[src/rtl/otter_fetch_stage_if.sv]
// Instruction-memory read port of the OTTER fetch stage.
// master: addr/rden out, dout/rdy in; slave: the memory side.
interface otter_fetch_stage_if;
  logic [31:0] IMEM_ADDR;
  logic        IMEM_RDEN;
  logic [31:0] IMEM_DOUT;
  logic        IMEM_RDY;

  modport master (
    output IMEM_ADDR,
    output IMEM_RDEN,
    input  IMEM_DOUT,
    input  IMEM_RDY
  );

  modport slave (
    input  IMEM_ADDR,
    input  IMEM_RDEN,
    output IMEM_DOUT,
    output IMEM_RDY
  );
endinterface

[src/rtl/otter_fetch_stage.sv]
// OTTER IF stage: PC register, one-outstanding imem fetch, IF/ID reg.
// Ports: CLK/RST, PC_SOURCE + targets, STALL, imem (master), IFID_*.
module otter_fetch_stage #(
  parameter logic [31:0] RESET_VEC = 32'h0000_0000,
  parameter logic [31:0] NOP_INSTR = 32'h0000_0013
) (
  input  logic        CLK,
  input  logic        RST,
  input  logic [2:0]  PC_SOURCE,
  input  logic [31:0] JALR_TGT,
  input  logic [31:0] BRANCH_TGT,
  input  logic [31:0] JAL_TGT,
  input  logic [31:0] MTVEC,
  input  logic [31:0] MEPC,
  input  logic        STALL,
  otter_fetch_stage_if.master imem,
  output logic        IFID_VALID,
  output logic [31:0] IFID_PC,
  output logic [31:0] IFID_INSTR
);

  typedef enum logic [1:0] {
    S_FETCH,
    S_WAIT,
    S_HOLD,
    S_DRAIN
  } state_t;

  state_t      state_q;
  state_t      state_d;
  logic [31:0] pc_q;
  logic [31:0] req_pc_q;
  logic [31:0] hold_q;

  logic        rdy;
  logic        redirect;
  logic [31:0] target_raw;
  logic [31:0] target;

  logic        issue;
  logic        load_mem;
  logic        load_hold;
  logic        capture;
  logic        bubble;

  assign rdy = imem.IMEM_RDY;

  always_comb begin
    redirect   = 1'b1;
    target_raw = pc_q;
    case (PC_SOURCE)
      3'd1:    target_raw = JALR_TGT;
      3'd2:    target_raw = BRANCH_TGT;
      3'd3:    target_raw = JAL_TGT;
      3'd4:    target_raw = MTVEC;
      3'd5:    target_raw = MEPC;
      default: redirect   = 1'b0;
    endcase
  end

  assign target = {target_raw[31:2], 2'b00};

  // state register
  always_ff @(posedge CLK) begin
    if (RST) state_q <= S_FETCH;
    else     state_q <= state_d;
  end

  // next state
  always_comb begin
    state_d = state_q;
    unique case (state_q)
      S_FETCH: begin
        if (!redirect) state_d = S_WAIT;
      end
      S_WAIT: begin
        if (redirect)
          state_d = rdy ? S_FETCH : S_DRAIN;
        else if (rdy)
          state_d = STALL ? S_HOLD : S_WAIT;
      end
      S_HOLD: begin
        if (redirect)    state_d = S_FETCH;
        else if (!STALL) state_d = S_WAIT;
      end
      S_DRAIN: begin
        if (rdy) state_d = S_FETCH;
      end
    endcase
  end

  // per-state actions; a redirect suppresses all of them
  always_comb begin
    issue     = 1'b0;
    load_mem  = 1'b0;
    load_hold = 1'b0;
    capture   = 1'b0;
    bubble    = 1'b0;
    if (!redirect) begin
      unique case (state_q)
        S_FETCH: begin
          issue  = 1'b1;
          bubble = !STALL;
        end
        S_WAIT: begin
          if (rdy) begin
            if (!STALL) begin
              load_mem = 1'b1;
              issue    = 1'b1;
            end else begin
              capture  = 1'b1;
            end
          end else begin
            bubble = !STALL;
          end
        end
        S_HOLD: begin
          if (!STALL) begin
            load_hold = 1'b1;
            issue     = 1'b1;
          end
        end
        S_DRAIN: begin
          bubble = !STALL;
        end
      endcase
    end
  end

  assign imem.IMEM_RDEN = issue & ~RST;
  assign imem.IMEM_ADDR = pc_q;

  always_ff @(posedge CLK) begin
    if (RST) begin
      pc_q       <= RESET_VEC;
      req_pc_q   <= 32'h0;
      hold_q     <= NOP_INSTR;
      IFID_VALID <= 1'b0;
      IFID_PC    <= 32'h0;
      IFID_INSTR <= NOP_INSTR;
    end else begin
      if (redirect) begin
        pc_q <= target;
      end else if (issue) begin
        pc_q     <= pc_q + 32'd4;
        req_pc_q <= pc_q;
      end

      if (capture) hold_q <= imem.IMEM_DOUT;

      // load_hold reuses req_pc_q: nothing was issued while holding
      if (redirect) begin
        IFID_VALID <= 1'b0;
      end else if (load_mem || load_hold) begin
        IFID_VALID <= 1'b1;
        IFID_PC    <= req_pc_q;
        IFID_INSTR <= load_mem ? imem.IMEM_DOUT : hold_q;
      end else if (bubble) begin
        IFID_VALID <= 1'b0;
      end
    end
  end

endmodule
[src/flat_wrapper.sv]
// flat-port wrapper written by rule: the top's interface ports become plain ports
module otter_fetch_stage_flat 
#(
  parameter logic [31:0] RESET_VEC = 32'h0000_0000,
  parameter logic [31:0] NOP_INSTR = 32'h0000_0013
)
  (CLK, RST, PC_SOURCE, JALR_TGT, BRANCH_TGT, JAL_TGT, MTVEC, MEPC, STALL, IFID_VALID, IFID_PC, IFID_INSTR, imem_IMEM_ADDR, imem_IMEM_RDEN, imem_IMEM_DOUT, imem_IMEM_RDY);
  otter_fetch_stage_if imem_i ();
  input  logic CLK;
  input  logic RST;
  input  logic [2:0] PC_SOURCE;
  input  logic [31:0] JALR_TGT;
  input  logic [31:0] BRANCH_TGT;
  input  logic [31:0] JAL_TGT;
  input  logic [31:0] MTVEC;
  input  logic [31:0] MEPC;
  input  logic STALL;
  output logic IFID_VALID;
  output logic [31:0] IFID_PC;
  output logic [31:0] IFID_INSTR;
  output wire logic [$bits(imem_i.IMEM_ADDR)-1:0] imem_IMEM_ADDR;
  output wire logic [$bits(imem_i.IMEM_RDEN)-1:0] imem_IMEM_RDEN;
  input wire logic [$bits(imem_i.IMEM_DOUT)-1:0] imem_IMEM_DOUT;
  input wire logic [$bits(imem_i.IMEM_RDY)-1:0] imem_IMEM_RDY;
  assign imem_IMEM_ADDR = imem_i.IMEM_ADDR;
  assign imem_IMEM_RDEN = imem_i.IMEM_RDEN;
  assign imem_i.IMEM_DOUT = imem_IMEM_DOUT;
  assign imem_i.IMEM_RDY = imem_IMEM_RDY;
  otter_fetch_stage #(.RESET_VEC(RESET_VEC), .NOP_INSTR(NOP_INSTR)) u_core (.CLK(CLK), .RST(RST), .PC_SOURCE(PC_SOURCE), .JALR_TGT(JALR_TGT), .BRANCH_TGT(BRANCH_TGT), .JAL_TGT(JAL_TGT), .MTVEC(MTVEC), .MEPC(MEPC), .STALL(STALL), .imem(imem_i), .IFID_VALID(IFID_VALID), .IFID_PC(IFID_PC), .IFID_INSTR(IFID_INSTR));
endmodule
[config.mk]
export PLATFORM = sky130hd
export DESIGN_NAME = otter_fetch_stage_flat
export DESIGN_NICKNAME = d
export VERILOG_FILES = /design/src/rtl/otter_fetch_stage_if.sv /design/src/rtl/otter_fetch_stage.sv /design/src/flat_wrapper.sv
export SDC_FILE = /design/constraint.sdc
export NUM_CORES = 1
export LEC_CHECK = 0
export BUFFER_PORTS_ARGS = -buffer_cell sky130_fd_sc_hd__buf_2
export CAP_MARGIN = 10
export CORE_MARGIN = 2
export CORE_UTILIZATION = 35
export CTS_CLUSTER_DIAMETER = 200
export DETAILED_ROUTE_END_ITERATION = 7
export GPL_TIMING_DRIVEN = 0
export PLACE_DENSITY_LB_ADDON = 0.25
export SLEW_MARGIN = 20
export SYNTH_ARGS = -nofsm -noshare
export SYNTH_HDL_FRONTEND = slang
export SYNTH_SLANG_ARGS = --single-unit
[constraint.sdc]
create_clock -name CLK -period 1.85 [get_ports CLK]
set_input_delay 0.37 -clock CLK [delete_from_list [all_inputs] [get_ports CLK]]
set_output_delay 0.37 -clock CLK [all_outputs]
set_load 0.02 [all_outputs]
# --- Word level (Yosys, flattened, before mapping) ---
# Index checks and enable logic that the tools add are counted.
word_totals:
  wordCells: 68
  reg_bits: 163
  inputBits: 199
  out_inout_bits: 98
op_classes:
  n_addsub: 1
  n_mux: 31
  bitwise_logic: 3
  n_eq_ne: 13
  reduce_logical: 12
ops:
  columns: ["op", "n"]
  rows:
  - ["$pmux W32 S5", 1]
  - ["$mux W32", 3]
  - ["$add A32 B3 Y32 const B", 1]
  - ["$mux W1", 16]
  - ["$mux W2", 8]
  - ["$pmux W2 S4", 1]
  - ["$eq A3 B2 Y1 const B", 2]
  - ["$eq A3 B3 Y1 const B", 2]
  - ["$ne A3 B2 Y1 const B", 2]
  - ["$ne A6 B6 Y1 const B", 1]
  - ["$reduce_and A2 Y1", 3]
  - ["$reduce_or A5 Y1", 1]
  - ["$eq A2 B2 Y1 const B", 2]
  - ["$ne A2 B2 Y1 const B", 2]
  - ["$reduce_and A4 Y1", 1]
  - ["$reduce_bool A2 Y1", 2]
  - ["$reduce_or A2 Y1", 2]
  - ["$eq A3 B1 Y1 const B", 1]
  - ["$pmux W1 S3", 1]
  - ["$eq A2 B1 Y1 const B", 1]
  - ["$logic_not A2 Y1", 1]
  - ["$not A1 Y1", 2]
  - ["$pmux W1 S2", 1]
  - ["$and A1 B1 Y1", 1]
  - ["other kinds (2)", 2]

# --- Longest topological paths before layout ---
depth:
  word_depth: 6
  ltp_mapped: 9
  depth_no_buf: 7

# --- Worst setup path before layout ---
# OpenSTA, ideal clock, no wires.
synth_timing:
  kind: "register -> register"
  startpoint: "reg u_core.pc_q[2], in the netlist u_core.imem.IMEM_ADDR[2]"
  endpoint: "reg u_core.pc_q[14], in the netlist u_core.imem.IMEM_ADDR[14]"
  required_ps: 1755
  setup_slack_ps: -134
  stages_incl_launch_ff: 8
  setup_time_ps: 95
  period_less_slack_ps: 1984
  arrival_ps: 1889
  n_path_buf: 1
  path_cell_list: "dfxtp_1 -> ha_1 -> nand3_1 -> nor3_2 -> buf_2 -> nand4_1 -> xor2_1 -> a221oi_1"
synth_between:
  elab_chain_cells: 3
synth_lines:
  columns: ["item", "line", "source"]
  rows:
  - ["start, declared", "otter_fetch_stage.sv:31", "logic [31:0] pc_q;"]
  - ["start signal, assigned", "otter_fetch_stage.sv:143", "pc_q <= target;"]
  - ["start signal, assigned", "otter_fetch_stage.sv:145", "pc_q <= pc_q + 32'd4;"]
  - ["$add A32 B3 Y32", "otter_fetch_stage.sv:145", null]
  - ["$mux W32", "otter_fetch_stage.sv:144", "end else if (issue) begin"]
  - ["$mux W32", "otter_fetch_stage.sv:142", "if (redirect) begin"]
# Every way passes these cells. The select of a mux whose other input is x is not followed.
# A chain may end at the register's enable or synchronous reset.

# --- Worst setup path in the final report ---
layout_timing:
  startpoint: "reg u_core.state_q[1]"
  endpoint: "out imem_IMEM_RDEN"
layout_between:
  elab_chain_cells: 4
  elab_cells_between_ends: 6
  classes_between: "eq/ne: 2; mux: 2; bitwise: 1; reduce/logical: 1"
layout_lines:
  columns: ["item", "line", "source"]
  rows:
  - ["start, declared", "otter_fetch_stage.sv:29", "state_t state_q;"]
  - ["start signal, assigned", "otter_fetch_stage.sv:66", "else state_q <= state_d;"]
  - ["$eq A2 B2 Y1, or another cell as far along", "otter_fetch_stage.sv:100", "unique case (state_q)"]
  - ["$pmux W1 S3 (*)", "otter_fetch_stage.sv:100", null]
  - ["$mux W1 (*)", "otter_fetch_stage.sv:99", "if (!redirect) begin"]
  - ["$and A1 B1 Y1 (*)", "otter_fetch_stage.sv:130", "assign imem.IMEM_RDEN = issue & ~RST;"]
  - ["end, declared", "flat_wrapper.sv:22", "output wire logic [$bits(imem_i.IMEM_RDEN)-1:0] imem_IMEM_RDEN;"]
# Mark *: on every way between the ends. The rest lies on a longest branch, timed or not.

==> impl_metrics.yaml <==
synthesis:
  ys_seq_area_share_pct: 39.39
  synth.area.top_cells: "dfxtp_1 (39%), a21oi_1 (10%), nand2_1 (10%)"
  synth.avg_cell_area_um2: 8.004
  yosys_warnings: 0
  yosysTopAreaCellShare_pct: 39.39
  synth_most_common_cell: "nand2_1"
  synth_seq_cells: 157
  synthTopCellsByCount: "nand2_1 (212), a21oi_1 (159), dfxtp_1 (157)"
  synth_edf_count: 0
  synth_area_um2: 7980
  yosysUniqueCellTypes: 77
  synth-main-ff-cell: "dfxtp_1"
  async_reset_ff_share_pct: 0
  syn_inst: 997
  synth_top_cell_by_area: "dfxtp_1"
worst_setup_path:
  cp-end-kind: "output pin"
  cp-start-kind: "flop"
  worst_path_largest_cell_delay_ns: 0.38
  arrival_ns: 1.82
  crit_path_top_delay_cell: "dfxtp_4"
  path_class: "reg2out"
  cpMostUsedCell: "buf_6"
  worstPathRequired_ns: 1.48
  worstPathCellList: "inv_6, ha_4, a211oi_4, nor3_2, nand2_2, buf_6, nor2_4, buf_6"
  cp_max_fo: 5
  cp_top_family: "simple AND/OR/NAND/NOR gates"
  worst-path-buf-inv: 3
clock_network:
  cts.path.max_buffers: 2
  root_buffer: "clkbuf_16"
  path_clk_slew_ns: 0.07
  clk_latency_ns: 0.43
  cts-hold-fix-buffers: 0
  cts_sinks: 157
  cts_buffers: 17
  tritoncts: "done"
  cts_max_level: 4
routing:
  dr_total_vias: 8783
  wirelength_mm: 30.96
  routed_via_density: 5.388
  ant_nets: 0
  firstDrtPassIters: 5
  wl_per_cell_um: 18.99
  drtIter0Drc: 720
  drc: 0
finish:
  drive_gt1_share_pct: 36.76
  final_area_um2: 11120
  nNetsFinal: 1539
  synthToLayoutAreaGrowth_pct: 39.40
  fillers: 2243
grt:
  grt_max_degree: 17
  grt_pass1_vias: 8419
  grtUsageTotal_pct: 24.99
  grt_antenna_before_repair: 1
  grt.overflow.total: 0
  grt_pass1_wl_mm: 46.52
sta:
  skew_ns: 0.01031
  setup_violations: 70
  tns_ns: -7.101
  fin_crit_sh_pct: 118.6
  tightest_slew_ns: 0.7348
  slew_headroom_pct: 49.74
  rsz0062_at_grt: "true"
  finalWorstSetupSlack_ns: -0.3435
  layout_min_cycle_time_ns: 2.193
  hold_violations: 0
  max_freq_mhz: 455.9
  drv_slew: 0
place:
  port_buffers: 280
  dpl.hpwl_mm: 23.46
  placed_area_um2: 9773
  place_congestion: 0.9761
worst_hold_path:
  min_path_type: "in2reg"
power:
  power.density_nw_per_um2: 830.3
  leakagePower_nw: 4.610
  peakVddDrop_v: 0.0006379
flow_run:
  cap_violations: 0
die:
  design.core.area_um2: 22500
  die_h_um: 155
  dieWidth_um: 155
  ioPinCount: 297
  die_area_um2: 24030
  fp-row-count: 55
  start_util_pct: 35.46
run_status:
  violations: "setup timing"
  status: "finished with violations"
==> worst min-delay path, delay by kind of cell <==
| family | cells | cell delay [ns] |
|---|---|---|
| AND/OR/NAND/NOR | 2 | 0.10 |
| buffers and inverters | 1 | 0.08 |
==> power breakdown <==
part | internal [mW] | total (mW) | leakage (nW) | switching, mW
clock network | 2.31 | 3.80 | 0.302 | 1.48
logic | 0.736 | 1.73 | 3.03 | 0.996
registers | 3.52 | 3.71 | 1.28 | 0.194
==> area by class of cell <==
cell class / count / area (um2) / area share, %
buffer: 81 / 519.2 / 4.668
timing repair buffer: 314 / 1724 / 15.50
multi-input combinational: 743 / 4646 / 41.76
inverter: 17 / 73.82 / 0.6636
antenna: 1 / 2.502 / 0.02249
clock inverter: 12 / 183.9 / 1.653
tap: 285 / 356.6 / 3.205
clock buffer: 20 / 446.7 / 4.015
sequential: 157 / 3172 / 28.51
==> per-stage QoR <==
step           hold WS [ns]  power (mW)  utilization (%)  instances  worst slack, ns
2_1_floorplan        0.4321       4.565                -       1000         0.008521
4_1_cts              0.1563       9.193            48.31       1618          -0.3378
3_5_place_dp         0.4432       5.215            43.43       1565          -0.6130
3_3_place_gp         0.4405       5.204            43.43       1565          -0.5999
5_1_grt              0.1727       9.569            49.44       1630          -0.4241
6_report             0.1656       9.237            49.44       1630          -0.3435
==> layer usage <==
metal | vias up | track usage (%) | part of all wire (%)
met5 | - | 0 | 0
met4 | 0 | 11.38 | 4.0
met3 | 78 | 4.930 | 7.2
met2 | 444 | 42.29 | 48
met1 | 4032 | 30.75 | 41
li1 | 4229 | - | -
==> cell usage in the layout (no fill, tap or decap), types with 10 or more instances in the layout <==
master	count
nand4_1	11
buf_2	298
clkbuf_1	31
dfxtp_2	11
a21oi_1	150
nor2b_1	10
mux2_2	16
a31oi_1	10
buf_4	37
buf_6	18
clkbuf_16	17
inv_1	13
o22ai_1	13
nor2_1	22
nand3_1	18
o21ai_0	49
a22oi_1	11
nand2_1	209
mux2i_1	47
dfxtp_1	142
==> worst paths after layout <==
| check | startpoint | endpoint | slack (ns) | cells after the start |
|---|---|---|---|---|
| max | u_core.state_q[1] | imem_IMEM_RDEN | -0.34 | 8 |
| min | imem_IMEM_DOUT[1] | u_core.hold_q[1] | 0.17 | 3 |
| max reg2reg | u_core.state_q[1] | u_core.req_pc_q[29] | -0.18 | 10 |
| min reg2reg | u_core.req_pc_q[30] | u_core.IFID_PC[30] | 0.45 | 2 |
==> timing repair <==
item,4_1_cts,5_1_grt
setup buffers,19,10
endpoints found under the setup margin,109,151
pin swaps,30,14
resized for setup,86,54
cloned,3,3
==> sequential cells by signal (all words and copies together), names as in the netlist <==
signal	flops
u_core.IFID_VALID	1
u_core.imem.IMEM_ADDR	30
u_core.state_q	2
u_core.IFID_PC	30
u_core.req_pc_q	30
u_core.hold_q	32
u_core.IFID_INSTR	32
==> cell families (layout without fill, tap and decap cells) <==
logic type	after synthesis	after routing	synth area share, %
XOR/XNOR	10	10	1.098
other	1	5	0.04699
buffers and inverters	100	444	5.832
adder cells (fa/ha/maj)	9	9	1.411
AO/OA/AOI/OAI	314	314	23.55
multiplexers	65	65	8.561
flip-flops	157	157	39.39
AND/OR/NAND/NOR	341	341	20.12
No activity file was read; power rests on OpenSTA's default activity.
